===== src/rtl/reorder_buffer_if.sv =====
// Handshake bundle between decode, the MEM/WB completion path, commit and the reorder buffer.
// The master side drives requests and completions; the slave is the reorder buffer itself.
interface reorder_buffer_if #(
  parameter int unsigned DATA_W = 32
);
  logic              in_alloc_valid;
  logic [4:0]        in_alloc_rd;
  logic [2:0]        in_alloc_instr_type;
  logic [3:0]        out_alloc_idx;
  logic              out_full;
  logic              out_empty;

  logic              in_complete;
  logic [3:0]        in_complete_idx;
  logic [2:0]        in_instr_type;
  logic [DATA_W-1:0] in_result;

  logic              in_flush;

  logic              out_commit_valid;
  logic [3:0]        out_commit_idx;
  logic [4:0]        out_commit_rd;
  logic [DATA_W-1:0] out_commit_value;
  logic              out_commit_write_enable;

  modport master (
    output in_alloc_valid, in_alloc_rd, in_alloc_instr_type,
    output in_complete, in_complete_idx, in_instr_type, in_result,
    output in_flush,
    input  out_alloc_idx, out_full, out_empty,
    input  out_commit_valid, out_commit_idx, out_commit_rd, out_commit_value,
    input  out_commit_write_enable
  );

  modport slave (
    input  in_alloc_valid, in_alloc_rd, in_alloc_instr_type,
    input  in_complete, in_complete_idx, in_instr_type, in_result,
    input  in_flush,
    output out_alloc_idx, out_full, out_empty,
    output out_commit_valid, out_commit_idx, out_commit_rd, out_commit_value,
    output out_commit_write_enable
  );
endinterface


===== src/rtl/reorder_buffer.sv =====
// 16-entry circular reorder buffer: in-order allocation, out-of-order completion, in-order commit.
// Flush and reset discard every in-flight entry and return both pointers to index 0.
module reorder_buffer #(
  parameter int unsigned DATA_W = 32,
  parameter int unsigned DEPTH  = 16
) (
  input logic             clk,
  input logic             reset,
  reorder_buffer_if.slave rob
);

  localparam int unsigned IdxW = 4;
  localparam int unsigned CntW = 5;
  localparam logic [2:0]  TypeStore  = 3'd2;
  localparam logic [2:0]  TypeBranch = 3'd3;

  logic [DEPTH-1:0]             valid_q, valid_d;
  logic [DEPTH-1:0]             done_q, done_d;
  logic [DEPTH-1:0][4:0]        rd_q, rd_d;
  logic [DEPTH-1:0][2:0]        type_q, type_d;
  logic [DEPTH-1:0][DATA_W-1:0] value_q, value_d;
  logic [IdxW-1:0]              head_q, head_d;
  logic [IdxW-1:0]              tail_q, tail_d;
  logic [CntW-1:0]              count_q, count_d;

  logic full;
  logic alloc_fire;
  logic complete_fire;
  logic commit_fire;

  // Fullness uses the start-of-cycle count, so a same-edge commit never admits an allocation.
  assign full          = (count_q == CntW'(DEPTH));
  assign alloc_fire    = rob.in_alloc_valid && !full;
  assign complete_fire = rob.in_complete && valid_q[rob.in_complete_idx];
  assign commit_fire   = valid_q[head_q] && done_q[head_q];

  always_comb begin
    rob.out_alloc_idx           = tail_q;
    rob.out_full                = full;
    rob.out_empty               = (count_q == '0);
    rob.out_commit_valid        = commit_fire;
    rob.out_commit_idx          = '0;
    rob.out_commit_rd           = '0;
    rob.out_commit_value        = '0;
    rob.out_commit_write_enable = 1'b0;
    if (commit_fire) begin
      rob.out_commit_idx          = head_q;
      rob.out_commit_rd           = rd_q[head_q];
      rob.out_commit_value        = value_q[head_q];
      rob.out_commit_write_enable = (type_q[head_q] != TypeStore) &&
                                    (type_q[head_q] != TypeBranch) &&
                                    (rd_q[head_q] != '0);
    end
  end

  always_comb begin
    valid_d = valid_q;
    done_d  = done_q;
    rd_d    = rd_q;
    type_d  = type_q;
    value_d = value_q;
    head_d  = head_q;
    tail_d  = tail_q;
    count_d = count_q;
    if (rob.in_flush) begin
      valid_d = '0;
      done_d  = '0;
      head_d  = '0;
      tail_d  = '0;
      count_d = '0;
    end else begin
      if (complete_fire) begin
        done_d[rob.in_complete_idx]  = 1'b1;
        value_d[rob.in_complete_idx] = rob.in_result;
        type_d[rob.in_complete_idx]  = rob.in_instr_type;
      end
      if (commit_fire) begin
        valid_d[head_q] = 1'b0;
        done_d[head_q]  = 1'b0;
        head_d          = head_q + IdxW'(1);
      end
      // The tail slot is never valid here, so it cannot collide with completion or commit.
      if (alloc_fire) begin
        valid_d[tail_q] = 1'b1;
        done_d[tail_q]  = 1'b0;
        rd_d[tail_q]    = rob.in_alloc_rd;
        type_d[tail_q]  = rob.in_alloc_instr_type;
        tail_d          = tail_q + IdxW'(1);
      end
      count_d = count_q + CntW'(alloc_fire) - CntW'(commit_fire);
    end
  end

  always_ff @(posedge clk or negedge reset) begin
    if (!reset) begin
      valid_q <= '0;
      done_q  <= '0;
      rd_q    <= '0;
      type_q  <= '0;
      value_q <= '0;
      head_q  <= '0;
      tail_q  <= '0;
      count_q <= '0;
    end else begin
      valid_q <= valid_d;
      done_q  <= done_d;
      rd_q    <= rd_d;
      type_q  <= type_d;
      value_q <= value_d;
      head_q  <= head_d;
      tail_q  <= tail_d;
      count_q <= count_d;
    end
  end

endmodule


===== src/flat_wrapper.sv =====
// flat-port wrapper written by rule: the top's interface ports become plain ports
module reorder_buffer_flat 
#(
  parameter int unsigned DATA_W = 32,
  parameter int unsigned DEPTH  = 16
)
  (clk, reset, rob_in_alloc_valid, rob_in_alloc_rd, rob_in_alloc_instr_type, rob_in_complete, rob_in_complete_idx, rob_in_instr_type, rob_in_result, rob_in_flush, rob_out_alloc_idx, rob_out_full, rob_out_empty, rob_out_commit_valid, rob_out_commit_idx, rob_out_commit_rd, rob_out_commit_value, rob_out_commit_write_enable);
  reorder_buffer_if #(.DATA_W(DATA_W)) rob_i ();
  input logic clk;
  input logic reset;
  input wire logic [$bits(rob_i.in_alloc_valid)-1:0] rob_in_alloc_valid;
  input wire logic [$bits(rob_i.in_alloc_rd)-1:0] rob_in_alloc_rd;
  input wire logic [$bits(rob_i.in_alloc_instr_type)-1:0] rob_in_alloc_instr_type;
  input wire logic [$bits(rob_i.in_complete)-1:0] rob_in_complete;
  input wire logic [$bits(rob_i.in_complete_idx)-1:0] rob_in_complete_idx;
  input wire logic [$bits(rob_i.in_instr_type)-1:0] rob_in_instr_type;
  input wire logic [$bits(rob_i.in_result)-1:0] rob_in_result;
  input wire logic [$bits(rob_i.in_flush)-1:0] rob_in_flush;
  output wire logic [$bits(rob_i.out_alloc_idx)-1:0] rob_out_alloc_idx;
  output wire logic [$bits(rob_i.out_full)-1:0] rob_out_full;
  output wire logic [$bits(rob_i.out_empty)-1:0] rob_out_empty;
  output wire logic [$bits(rob_i.out_commit_valid)-1:0] rob_out_commit_valid;
  output wire logic [$bits(rob_i.out_commit_idx)-1:0] rob_out_commit_idx;
  output wire logic [$bits(rob_i.out_commit_rd)-1:0] rob_out_commit_rd;
  output wire logic [$bits(rob_i.out_commit_value)-1:0] rob_out_commit_value;
  output wire logic [$bits(rob_i.out_commit_write_enable)-1:0] rob_out_commit_write_enable;
  assign rob_i.in_alloc_valid = rob_in_alloc_valid;
  assign rob_i.in_alloc_rd = rob_in_alloc_rd;
  assign rob_i.in_alloc_instr_type = rob_in_alloc_instr_type;
  assign rob_i.in_complete = rob_in_complete;
  assign rob_i.in_complete_idx = rob_in_complete_idx;
  assign rob_i.in_instr_type = rob_in_instr_type;
  assign rob_i.in_result = rob_in_result;
  assign rob_i.in_flush = rob_in_flush;
  assign rob_out_alloc_idx = rob_i.out_alloc_idx;
  assign rob_out_full = rob_i.out_full;
  assign rob_out_empty = rob_i.out_empty;
  assign rob_out_commit_valid = rob_i.out_commit_valid;
  assign rob_out_commit_idx = rob_i.out_commit_idx;
  assign rob_out_commit_rd = rob_i.out_commit_rd;
  assign rob_out_commit_value = rob_i.out_commit_value;
  assign rob_out_commit_write_enable = rob_i.out_commit_write_enable;
  reorder_buffer #(.DATA_W(DATA_W), .DEPTH(DEPTH)) u_core (.clk(clk), .reset(reset), .rob(rob_i));
endmodule

===== config.mk =====
export PLATFORM = sky130hd
export DESIGN_NAME = reorder_buffer_flat
export DESIGN_NICKNAME = d
export VERILOG_FILES = /design/src/rtl/reorder_buffer_if.sv /design/src/rtl/reorder_buffer.sv /design/src/flat_wrapper.sv
export SDC_FILE = /design/constraint.sdc
export NUM_CORES = 1
export LEC_CHECK = 0
export CAP_MARGIN = 20
export CORE_UTILIZATION = 40
export DETAILED_ROUTE_END_ITERATION = 8
export SETUP_SLACK_MARGIN = 0.3
export SLEW_MARGIN = 0
export SYNTH_ARGS = -nofsm -noshare
export SYNTH_HDL_FRONTEND = slang
export SYNTH_SLANG_ARGS = --single-unit

===== constraint.sdc =====
create_clock -name clk -period 5 [get_ports clk]
set_input_delay 1 -clock clk [delete_from_list [all_inputs] [get_ports clk]]
set_output_delay 1 -clock clk [all_outputs]
set_load 0.03 [all_outputs]

# Word level (Yosys, flattened, before mapping)
# Index checks and enable logic that the tools add are counted.
# word_totals
ff_bits,685
inputBits,52
# classes
n_lt_le_gt_ge,6
bitwise,8
muxes,52
n_reduce_logical,15
n_eq_ne,3
addsub,4
# op_table
operator,n
512-bit bitwise mux,1
16-bit 2-to-1 mux,10
48-bit 2-to-1 mux,3
32-bit binary-select mux with 4-bit select,1
32-bit demux with 4-bit select,1
48-bit bitwise mux,2
32-bit 2-to-1 mux,3
80-bit bitwise mux,1
16-bit bitwise AND,3
16-bit inverter,2
16-bit OR,2
3-bit demux with 4-bit select,2
5-bit binary-select mux with 4-bit select,1
5-bit demux with 4-bit select,1
4-bit 2-to-1 mux,5
5-bit 2-to-1 mux,4
"4-bit by 5-bit < comparator with 1-bit output, second input constant",3
1-bit binary-select mux with 4-bit select,3
3-bit binary-select mux with 4-bit select,1
1-bit demux with 4-bit select,3
"4-bit by 1-bit >= comparator with 1-bit output, second input constant",3
3-bit 2-to-1 mux,3
"4-bit by 1-bit adder with 4-bit output, second input constant",2
1-bit logical AND,8
11 further kinds,20

# Depth between registers and ports, before layout
# Gate-level depths: netlist of the first run.
# logic_depth
depth_word,13
ltp_mapped,18

# Least setup slack after synthesis of the first run
# OpenSTA, ideal clock, no wires.
# synth_path
kind,register -> register
startpoint,reg u_core.head_q[0]
endpoint,reg u_core.count_q[4]
stages_incl_launch_ff,17
path_slack_ns,1.546
synth_period_minus_slack_ns,3.454
arrival_ns,3.376
t_required_ns,4.922
setup_time_ns,0.078
path_cell_list,dfrtp_1 -> buf_6 -> mux4_2 -> and2_0 -> o32a_2 -> o21ai_4 -> inv_1 -> ha_1 -> inv_1 -> ha_1 -> inv_1 -> fa_1 -> inv_1 -> a21oi_1 -> nor2_1 -> or3_1 -> a21oi_1
# synth_between
elab_chain_cells,5
elab_cells_between_ends,7
cone_classes,add/sub: 1; mux: 5; reduce/logical: 1
# synth_lines
element,line,source
from (decl),reorder_buffer.sv:22,"logic [IdxW-1:0] head_q, head_d;"
from (signal assigned),reorder_buffer.sv:101,head_q <= '0;
from (signal assigned),reorder_buffer.sv:110,head_q <= head_d;
1-bit binary-select mux with 4-bit select,reorder_buffer.sv:35,assign commit_fire = valid_q[head_q] && done_q[head_q];
1-bit 2-to-1 mux (implied by the code),reorder_buffer.sv:35,
1-bit logical AND *,reorder_buffer.sv:35,
named net rob_out_commit_valid,flat_wrapper.sv:22,output wire logic [$bits(rob_i.out_commit_valid)-1:0] rob_out_commit_valid;
5-bit by 1-bit subtractor with 5-bit output *,reorder_buffer.sv:90,count_d = count_q + CntW'(alloc_fire) - CntW'(commit_fire);
5-bit 2-to-1 mux *,reorder_buffer.sv:65,if (rob.in_flush) begin
named net u_core.count_d[4],reorder_buffer.sv:24,"logic [CntW-1:0] count_q, count_d;"
to (signal assigned),reorder_buffer.sv:112,count_q <= count_d;
to (decl),reorder_buffer.sv:24,
# Mark *: on every way through the listed nets, which the timed path passes. The rest lies on a longest branch. The select of a mux whose other input is x is not followed.
# A chain may end at the register's enable or synchronous reset.

# Worst setup path in the final report of the first run
# layout_path
startpoint,reg u_core.head_q[0]
endpoint,out rob_out_commit_idx[2]
# layout_between
elab_chain_cells,4
elab_cells_between_ends,6
cone_classes,mux: 5; reduce/logical: 1
# layout_lines
element,line,source
1-bit binary-select mux with 4-bit select,reorder_buffer.sv:35,
1-bit 2-to-1 mux (implied by the code),reorder_buffer.sv:35,
1-bit logical AND *,reorder_buffer.sv:35,
4-bit 2-to-1 mux *,reorder_buffer.sv:46,if (commit_fire) begin
to (decl),flat_wrapper.sv:23,output wire logic [$bits(rob_i.out_commit_idx)-1:0] rob_out_commit_idx;
# Every way passes the cells marked *; elsewhere a longest branch is shown, timed or not. The select of a mux whose other input is x is not followed.

==> results.yml, run 1 <==
critical_path:
  required_ns: 4.00
  endpoint_kind: "output port"
  critPathBufInv: 4
  r2r-end: "u_core.count_q[4]"
  timing.critical_path.mode_cell: "buf_12"
  rrSetupSlack_ns: 1.18
  cp_top_family: "buffers and inverters"
  r2r_start: "u_core.head_q[0]"
  worstRegToRegCells: 17
  worstPathArrival_ns: 3.60
  start_kind: "flop"
  worst_path_max_delay_cell: "clkdlybuf4s50_1"
  crit_fanout: 21
  path_class: "reg -> out"
  crit_path_cell_trace: "buf_4 > mux4_2 > and2_0 > o32a_2 > o21ai_4 > buf_12 > buf_12 > nor2_1 > clkdlybuf4s50_1"
  slowest_delay_ns: 0.63
place:
  port_buffers: 98
  dp_hpwl_mm: 45.9
  gp_congestion: 0.863
  dp.cells: 3093
  post-place-ws_ns: 0.543
timing:
  rsz0062_at_grt: "no"
  timing.final.crit_share: 0.921
  finalCriticalPeriod_ns: 4.60
  timing.slew.headroom: 0.382
  hold_viol: 0
  finalSetupViolCount: 0
  finClkSkew_ns: 0.0185
  fmax_mhz: 217
  worst_pin_slew_ns: 0.927
  tns_ns: 0
  slew_viol_final: 0
  setup_ws_ns: 0.395
drt:
  num_vias: 18500
  first_pass_iters: 5
  drc: 0
  dr.first_iter.drc_count: 1152
  antenna_left: 0
  wl_per_cell_microns: 24.3
  finalWirelength_mm: 78.6
  viasPerCell: 5.71
synthesis:
  async_reset_ff_frac: 1.00
  ys_top_cells_by_count: "dfrtp_1, mux2_2, mux4_2"
  yosys.area.top_type_share: 0.535
  ys_seq_area_frac: 0.535
  synth_nets: 2140
  synth_edf_count: 0
  synth_area_leaders: "dfrtp_1, mux2_2, mux4_2, o22a_1, buf_2"
  yosys_warnings: 0
  ys_types: 54
  syn_avg_cell_area_sq_um: 15.1
  synthFlopType: "dfrtp_1"
  synth_cells: 2073
  synth.cell_area_sq_um: 31300
  synth_most_common_cell: "dfrtp_1"
  synth_top_cell_by_area: "dfrtp_1"
  ys_ff_latch: 669
power_and_ir_drop:
  intPower_uw: 9400
  ir_drop_v: 0.000246
  p_leak_uw: 0.0169
  pwr-share-seq: 0.475
  power.switching_uw: 2770
  switching_share: 0.228
  power_frac_clock: 0.449
  p_per_area_nw_per_um2: 337
  p_comb_frac: 0.076
cells_and_area:
  final-instance-count-excl-fill: 3232
  syn_to_final_growth_pct: 15.6
  drive_above_1_share: 0.445
  nNetsFinal: 2206
  final_util: 0.467
  fill_cells: 6784
floorplanning:
  die_w_microns: 282
  die_h_microns: 282
  rows: 102
  die_area_sq_um: 79400
  core_sq_um: 77500
  initial_core_util: 0.404
  io_pins: 101
clocking:
  cts_max_level: 3
  clock_path_buffers: 3
  insertion_delay_ns: 0.61
  numCtsBuffers: 74
  root_buffer: "clkbuf_16"
  clkTransAtPathRegs_ns: 0.06
  clock-sinks: 669
  cts_tree: "built"
min_path:
  hold_path.class: "in -> async"
global_route:
  grt_util_all_layers: 0.203
  grt_pass1_vias: 19800
  grt_antenna_before_repair: 4
  grt_pass1_wl_mm: 121
  grt_max_degree: 121
  overflow: 0
status:
  outcome: "finished clean"
flow_run:
  drv_cap: 0
worst register-to-register path: stages, from the launching register on:
cell	delay, ns
dfrtp_4	0.53
buf_4	0.21
mux4_2	0.54
and2_0	0.17
o32a_2	0.41
o21ai_4	0.09
buf_4	0.18
inv_1	0.08
ha_1	0.27
inv_1	0.04
ha_1	0.20
inv_1	0.08
fa_1	0.21
inv_1	0.05
a21oi_1	0.15
nor2_1	0.07
or3_1	0.34
a21oi_1	0.14
placed cells by master, fill, tap and decap left out, drive strengths merged, types with 10 or more instances in the layout:
| cell | n |
|---|---|
| nand3 | 26 |
| o21ai | 11 |
| a21oi | 41 |
| nor2b | 43 |
| nor3b | 10 |
| mux4 | 189 |
| nand2 | 58 |
| o22a | 65 |
| buf | 65 |
| clkdlybuf4s50 | 93 |
| dfrtp | 669 |
| clkbuf | 111 |
| nor2 | 57 |
| mux2 | 593 |
| inv | 24 |
| ha | 14 |
worst max path at each step:
stage | start | endpoint | slack (ns) | depth (start not counted)
finish | u_core.head_q[0] | rob_out_commit_idx[2] | 0.40 | 9
detailed placement | u_core.head_q[0] | rob_out_commit_write_enable | 0.54 | 7
CTS | u_core.head_q[0] | rob_out_commit_value[29] | 0.29 | 6
floorplan | u_core.head_q[0] | u_core.count_q[4] | 1.55 | 16
global route | u_core.head_q[0] | rob_out_commit_rd[2] | 0.31 | 9
global placement | u_core.head_q[0] | rob_out_commit_value[3] | 0.55 | 6
power by group through the flow:
stage	sequential, uW	clock, uW	combinational [uW]
after floorplan	5840	0	578
final	5790	5460	928
after detailed placement	5880	0	935
after CTS	5780	5610	940
after global routing	5810	5810	1020
after global placement	5860	0	905
cells by family after synthesis:
kind of cell | Yosys count | synth area share
AND/OR/NAND/NOR | 236 | 0.0379
adder cells (fa/ha/maj) | 15 | 0.00624
XOR/XNOR | 8 | 0.00224
multiplexers | 790 | 0.352
flip-flops | 669 | 0.535
buffers and inverters | 193 | 0.0277
AO/OA/AOI/OAI | 162 | 0.0390
state kept, by name (all words and copies together), names as in the netlist:
name,flops
u_core.rob.out_alloc_idx,4
u_core.value_q,512
u_core.type_q,32
u_core.head_q,4
u_core.count_q,5
u_core.rd_q,80
u_core.done_q,16
u_core.valid_q,16
metal layers:
layer,track usage,vias to the layer above,share of wire
met5,0,-,0.00031
met4,0.0673,4,0.024
met3,0.0323,121,0.043
met2,0.331,411,0.49
met1,0.277,10100,0.44
li1,-,7866,-
final cells by class:
class                   instances  area, sq um  share of cell area
diodes                          3         7.51            0.000208
clock inverters                16          223             0.00616
flip-flops and latches        669        16700               0.463
multi-input cells            1211        13700               0.380
repair buffers                162         1860              0.0515
inverters                      21         80.1             0.00221
clock buffers                 110         2210              0.0611
well taps                    1040         1300              0.0360
timing repair:
action	CTS	global route
resized for setup	6	4
pin swaps	1	0
cloned	0	1
hold buffers	0	0
buffers inserted	8	1
endpoints found under the setup margin	43	16
through the flow:
step           area (sq um)  hold WS, ns  power, uW
2_1_floorplan         31300        0.452       6420
3_3_place_gp          33600        0.467       6760
3_5_place_dp          33600        0.476       6820
4_1_cts               36100        0.487      12300
5_1_grt               36200        0.505      12600
6_report              36200        0.486      12200
(Power assumes the default switching activity.)
==> run 2, diff against run 1 <==
Settings changed: CORE_MARGIN from default to 1, PLACE_DENSITY_LB_ADDON from default to 0.2.
==> run 2 against run 1 <==
Against the previous run: flip-flop and latch count is the same; combinational power shrank 1%; global-route usage is essentially flat; register-to-register slack lost 0.05 ns; critical path type unchanged.
==> results.yml, run 2 (same netlist as run 1, synthesis figures left out) <==
cells_and_area:
  top_register: "u_core.value_q"
  final_common_cell: "dfrtp_1"
  diodes: 0
  final-instance-count-excl-fill: 3231
  drive_above_1_share: 0.445
  top_regs: "u_core.value_q x512, u_core.rd_q x80, u_core.type_q x32"
  syn_to_final_growth_pct: 15.7
  largest_reg_flops: 512
  layout_common_cells: "dfrtp_1, mux2_2, mux4_2"
  nNetsFinal: 2198
clocking:
  clock-sinks: 669
  insertion_delay_ns: 0.62
  numCtsBuffers: 77
  root_buffer: "clkbuf_16"
  clock_path_buffers: 3
  holdBufCountCts: 0
  cts_max_level: 3
  clkTransAtPathRegs_ns: 0.06
  cts_tree: "built"
critical_path:
  r2r_start: "u_core.head_q[0]"
  slowest_delay_ns: 0.75
  critPathBufInv: 3
  r2r-end: "u_core.count_q[4]"
  required_ns: 4.00
  worstRegToRegCells: 18
  cp_top_family: "buffers and inverters"
  start_kind: "flop"
  cp-endpoint: "rob_out_commit_value[22]"
  endpoint_kind: "output port"
  worstSetupStartpoint: "u_core.head_q[0]"
  timing.critical_path.mode_cell: "buf_12"
  crit_fanout: 33
  worst_path_max_delay_cell: "clkdlybuf4s50_1"
  rrSetupSlack_ns: 1.13
  path_depth: 8
  path_class: "reg -> out"
  worstPathArrival_ns: 3.63
  crit_path_cell_trace: "buf_12 > mux4_2 > nor2_1 > nor3_2 > o21ai_4 > buf_12 > nor2b_1 > clkdlybuf4s50_1"
power_and_ir_drop:
  ir_drop_v: 0.000234
  p_leak_uw: 0.0168
  p_per_area_nw_per_um2: 341
timing:
  tns_ns: 0
  timing.final.crit_share: 0.927
  fmax_mhz: 216
  hold_viol: 0
  slew_viol_final: 0
  rsz0062_at_grt: "no"
  worst_pin_slew_ns: 1.00
  finalSetupViolCount: 0
  timing.slew.headroom: 0.332
  finClkSkew_ns: 0.0216
  finalCriticalPeriod_ns: 4.63
floorplanning:
  rows: 102
  die_w_microns: 282
  io_pins: 101
  die_area_sq_um: 79400
  initial_core_util: 0.404
  core_sq_um: 77500
  die_h_microns: 282
drt:
  first_pass_iters: 5
  dr.first_iter.drc_count: 1119
  viasPerCell: 5.68
  wl_per_cell_microns: 24.3
  finalWirelength_mm: 78.4
  drc: 0
  antenna_left: 0
  num_vias: 18300
place:
  gp_congestion: 0.848
  port_buffers: 98
  dp.cells: 3090
  dp_hpwl_mm: 45.9
global_route:
  grt_pass1_wl_mm: 122
  grt_antenna_before_repair: 3
  overflow: 0
  grt_max_degree: 114
  grt_util_all_layers: 0.203
  grt_pass1_vias: 19800
status:
  outcome: "finished clean"
flow_run:
  drv_cap: 0
min_path:
  hold_path.class: "in -> async"
==> run 2: cell count changes in the layout (fill, tap and decap cells not counted), sizes merged, moves of 3 or more <==
cell	change
inv	-3
diode	-3
buf	-10
clkbuf	+8
clkinv	+7
==> run 2: layout make-up <==
type                       count  area, sq um
clock inverter                20          220
inverter                      21         83.8
fill                        6731        41300
multi-input combinational   1211        13700
clock buffer                 119         2350
sequential                   669        16700
timing repair buffer         151         1770
tap                         1040         1300
==> run 2: metal layers <==
metal  vias to the layer above  GRT usage  wire length, microns
met1                      9979      0.280                 35000
met2                       353      0.334                 38700
met4                         4     0.0605                  1730
li1                       7889          -                     -
met5                         -          0                    17
met3                       124     0.0283                  3020
==> run 2: report_power, final <==
group / switching, uW / internal [uW] / leakage [uW] / total, uW
clock network: 2250 / 3400 / 0.00126 / 5640
registers: 127 / 5660 / 0.00926 / 5780
logic: 480 / 436 / 0.00630 / 916
==> run 2: worst min path at each step <==
stage,slack (ns),cells past startpoint,endpoint,from
global route,0.50,1,u_core.value_q[85],u_core.value_q[85]
detailed placement,0.48,1,u_core.value_q[327],u_core.value_q[327]
global placement,0.46,1,u_core.type_q[10],u_core.type_q[10]
finish,0.48,1,u_core.rd_q[69],reset
CTS,0.49,1,u_core.value_q[327],u_core.value_q[327]
floorplan,0.45,1,u_core.type_q[10],u_core.type_q[10]
==> run 2: through the flow <==
| step | hold WS, ns | power, uW | util | worst slack, ns | area, sq um |
|---|---|---|---|---|---|
| after floorplan | 0.452 | 6420 | - | 1.55 | 31300 |
| after global placement | 0.464 | 6760 | 0.434 | 0.880 | 33600 |
| final | 0.477 | 12300 | 0.467 | 0.367 | 36200 |
| after detailed placement | 0.475 | 6810 | 0.434 | 0.912 | 33600 |
| after global routing | 0.505 | 12900 | 0.467 | 0.303 | 36200 |
| after CTS | 0.489 | 12500 | 0.467 | 0.301 | 36200 |
==> run 2: what timing repair did <==
| action | 4_1_cts | 5_1_grt |
|---|---|---|
| setup buffers | 2 | 0 |
| endpoints found under the setup margin | 1 | 12 |
| cloned | 0 | 0 |
| gates resized for setup | 1 | 4 |
==> run 3, diff against run 2 <==
Settings changed: CORE_UTILIZATION 40 to 49.
==> run 3 against run 2 <==
Against the previous run: clock power shrank 7.3%; clock-buffer cell count shrank 2; sequential share of layout area grew 0.56 points; largest power group unchanged; critical path type unchanged; power shrank 3.3%; largest cell class unchanged; utilization grew 10 points.
==> results.yml, run 3 (same netlist as run 1, synthesis figures left out) <==
clocking:
  clkTransAtPathRegs_ns: 0.06
  root_buffer: "clkbuf_16"
  insertion_delay_ns: 0.63
  clock_path_buffers: 3
  numCtsBuffers: 74
  holdBufCountCts: 0
  clock-sinks: 669
  cts_tree: "built"
  cts_max_level: 3
critical_path:
  worstRegToRegCells: 15
  crit_fanout: 13
  required_ns: 4.00
  r2r-end: "u_core.count_q[4]"
  path_class: "reg -> out"
  endpoint_kind: "output port"
  rrSetupSlack_ns: 1.36
  r2r_start: "u_core.head_q[0]"
  worstPathArrival_ns: 3.61
  start_kind: "flop"
timing:
  finalCriticalPeriod_ns: 4.61
  rsz0062_at_grt: "yes"
  timing.final.crit_share: 0.922
  finClkSkew_ns: 0.0169
  holdWs_ns: 0.459
  hold_viol: 0
  timing.slew.headroom: 0.263
  slew_viol_final: 0
  fmax_mhz: 217
  finalSetupViolCount: 0
  tns_ns: 0
  worst_pin_slew_ns: 1.11
power_and_ir_drop:
  p_leak_uw: 0.0167
  power_uw: 11900
  p_per_area_nw_per_um2: 334
  ir_drop_v: 0.000257
cells_and_area:
  largest_reg_flops: 512
  diodes: 0
  fill_cells: 5000
  final_common_cell: "dfrtp_1"
  final-instance-count-excl-fill: 3042
  top_register: "u_core.value_q"
  top_regs: "u_core.value_q x512, u_core.rd_q x80, u_core.type_q x32"
  nNetsFinal: 2207
  layout_common_cells: "dfrtp_1, mux2_2, mux4_2"
  syn_to_final_growth_pct: 14.3
  drive_above_1_share: 0.445
  final_util: 0.567
global_route:
  grt_max_degree: 134
  grt_pass1_wl_mm: 117
  overflow: 0
  grt_pass1_vias: 19500
  grt_util_all_layers: 0.239
  grt_antenna_before_repair: 1
place:
  dp.cells: 2904
  dp_hpwl_mm: 43.7
  port_buffers: 98
  gp_congestion: 0.932
floorplanning:
  core_sq_um: 63100
  die_w_microns: 255
  initial_core_util: 0.496
  rows: 92
  io_pins: 101
  die_h_microns: 255
  die_area_sq_um: 64900
drt:
  viasPerCell: 6.10
  antenna_left: 0
  num_vias: 18500
  finalWirelength_mm: 75.4
  first_pass_iters: 7
  dr.first_iter.drc_count: 1227
  wl_per_cell_microns: 24.8
  drc: 0
status:
  outcome: "finished clean"
min_path:
  hold_path.class: "in -> async"
flow_run:
  drv_cap: 0
## run 3: final cells by class
type	instances	area (sq um)	share of cell area
sequential	669	16700	0.468
multi-input combinational	1211	13700	0.384
clock buffer	117	2220	0.0622
timing repair buffer	163	1810	0.0506
tap	846	1060	0.0296
clock inverter	15	116	0.00325
inverter	21	80.1	0.00224
## run 3: stage by stage
| step | instance area (sq um) | setup WS, ns |
|---|---|---|
| after floorplan | 31300 | 1.55 |
| after global placement | 33300 | 0.714 |
| after detailed placement | 33300 | 0.710 |
| after CTS | 35800 | 0.311 |
| after global routing | 35800 | 0.226 |
| final | 35800 | 0.392 |
## run 3: report_power, final
part	internal [uW]	switching (uW)	leakage, uW
Combinational	435	479	0.00633
Sequential	5660	130	0.00926
Clock	3060	2180	0.00116
## run 3: layer usage
metal,share of wire,track usage
met4,0.018,0.0664
met1,0.44,0.329
met3,0.051,0.0433
met2,0.49,0.392
met5,0.00017,0
## run 3: how the worst max path moves through the flow
| stage | from | to | cells after the start |
|---|---|---|---|
| 6_report | u_core.head_q[0] | rob_out_commit_value[30] | 6 |
| 5_1_grt | u_core.head_q[0] | rob_out_commit_write_enable | 8 |
| 4_1_cts | u_core.head_q[0] | rob_out_commit_value[10] | 7 |
| 3_5_place_dp | u_core.head_q[0] | rob_out_commit_value[2] | 5 |
| 3_3_place_gp | u_core.head_q[0] | rob_out_commit_value[2] | 5 |
| 2_1_floorplan | u_core.head_q[0] | u_core.count_q[4] | 16 |
## run 3: worst max-delay path, stage by stage (launching register included)
cell             delay [ns]
dfrtp_4                0.64
buf_4                  0.21
buf_4                  0.29
mux4_2                 0.55
mux4_2                 0.52
nor2b_1                0.18
clkdlybuf4s50_1        0.59
## run 3: what timing repair did
action	CTS	global route
resized for setup	2	2
gates cloned	0	0
setup endpoints to repair	41	21
buffers inserted	6	0
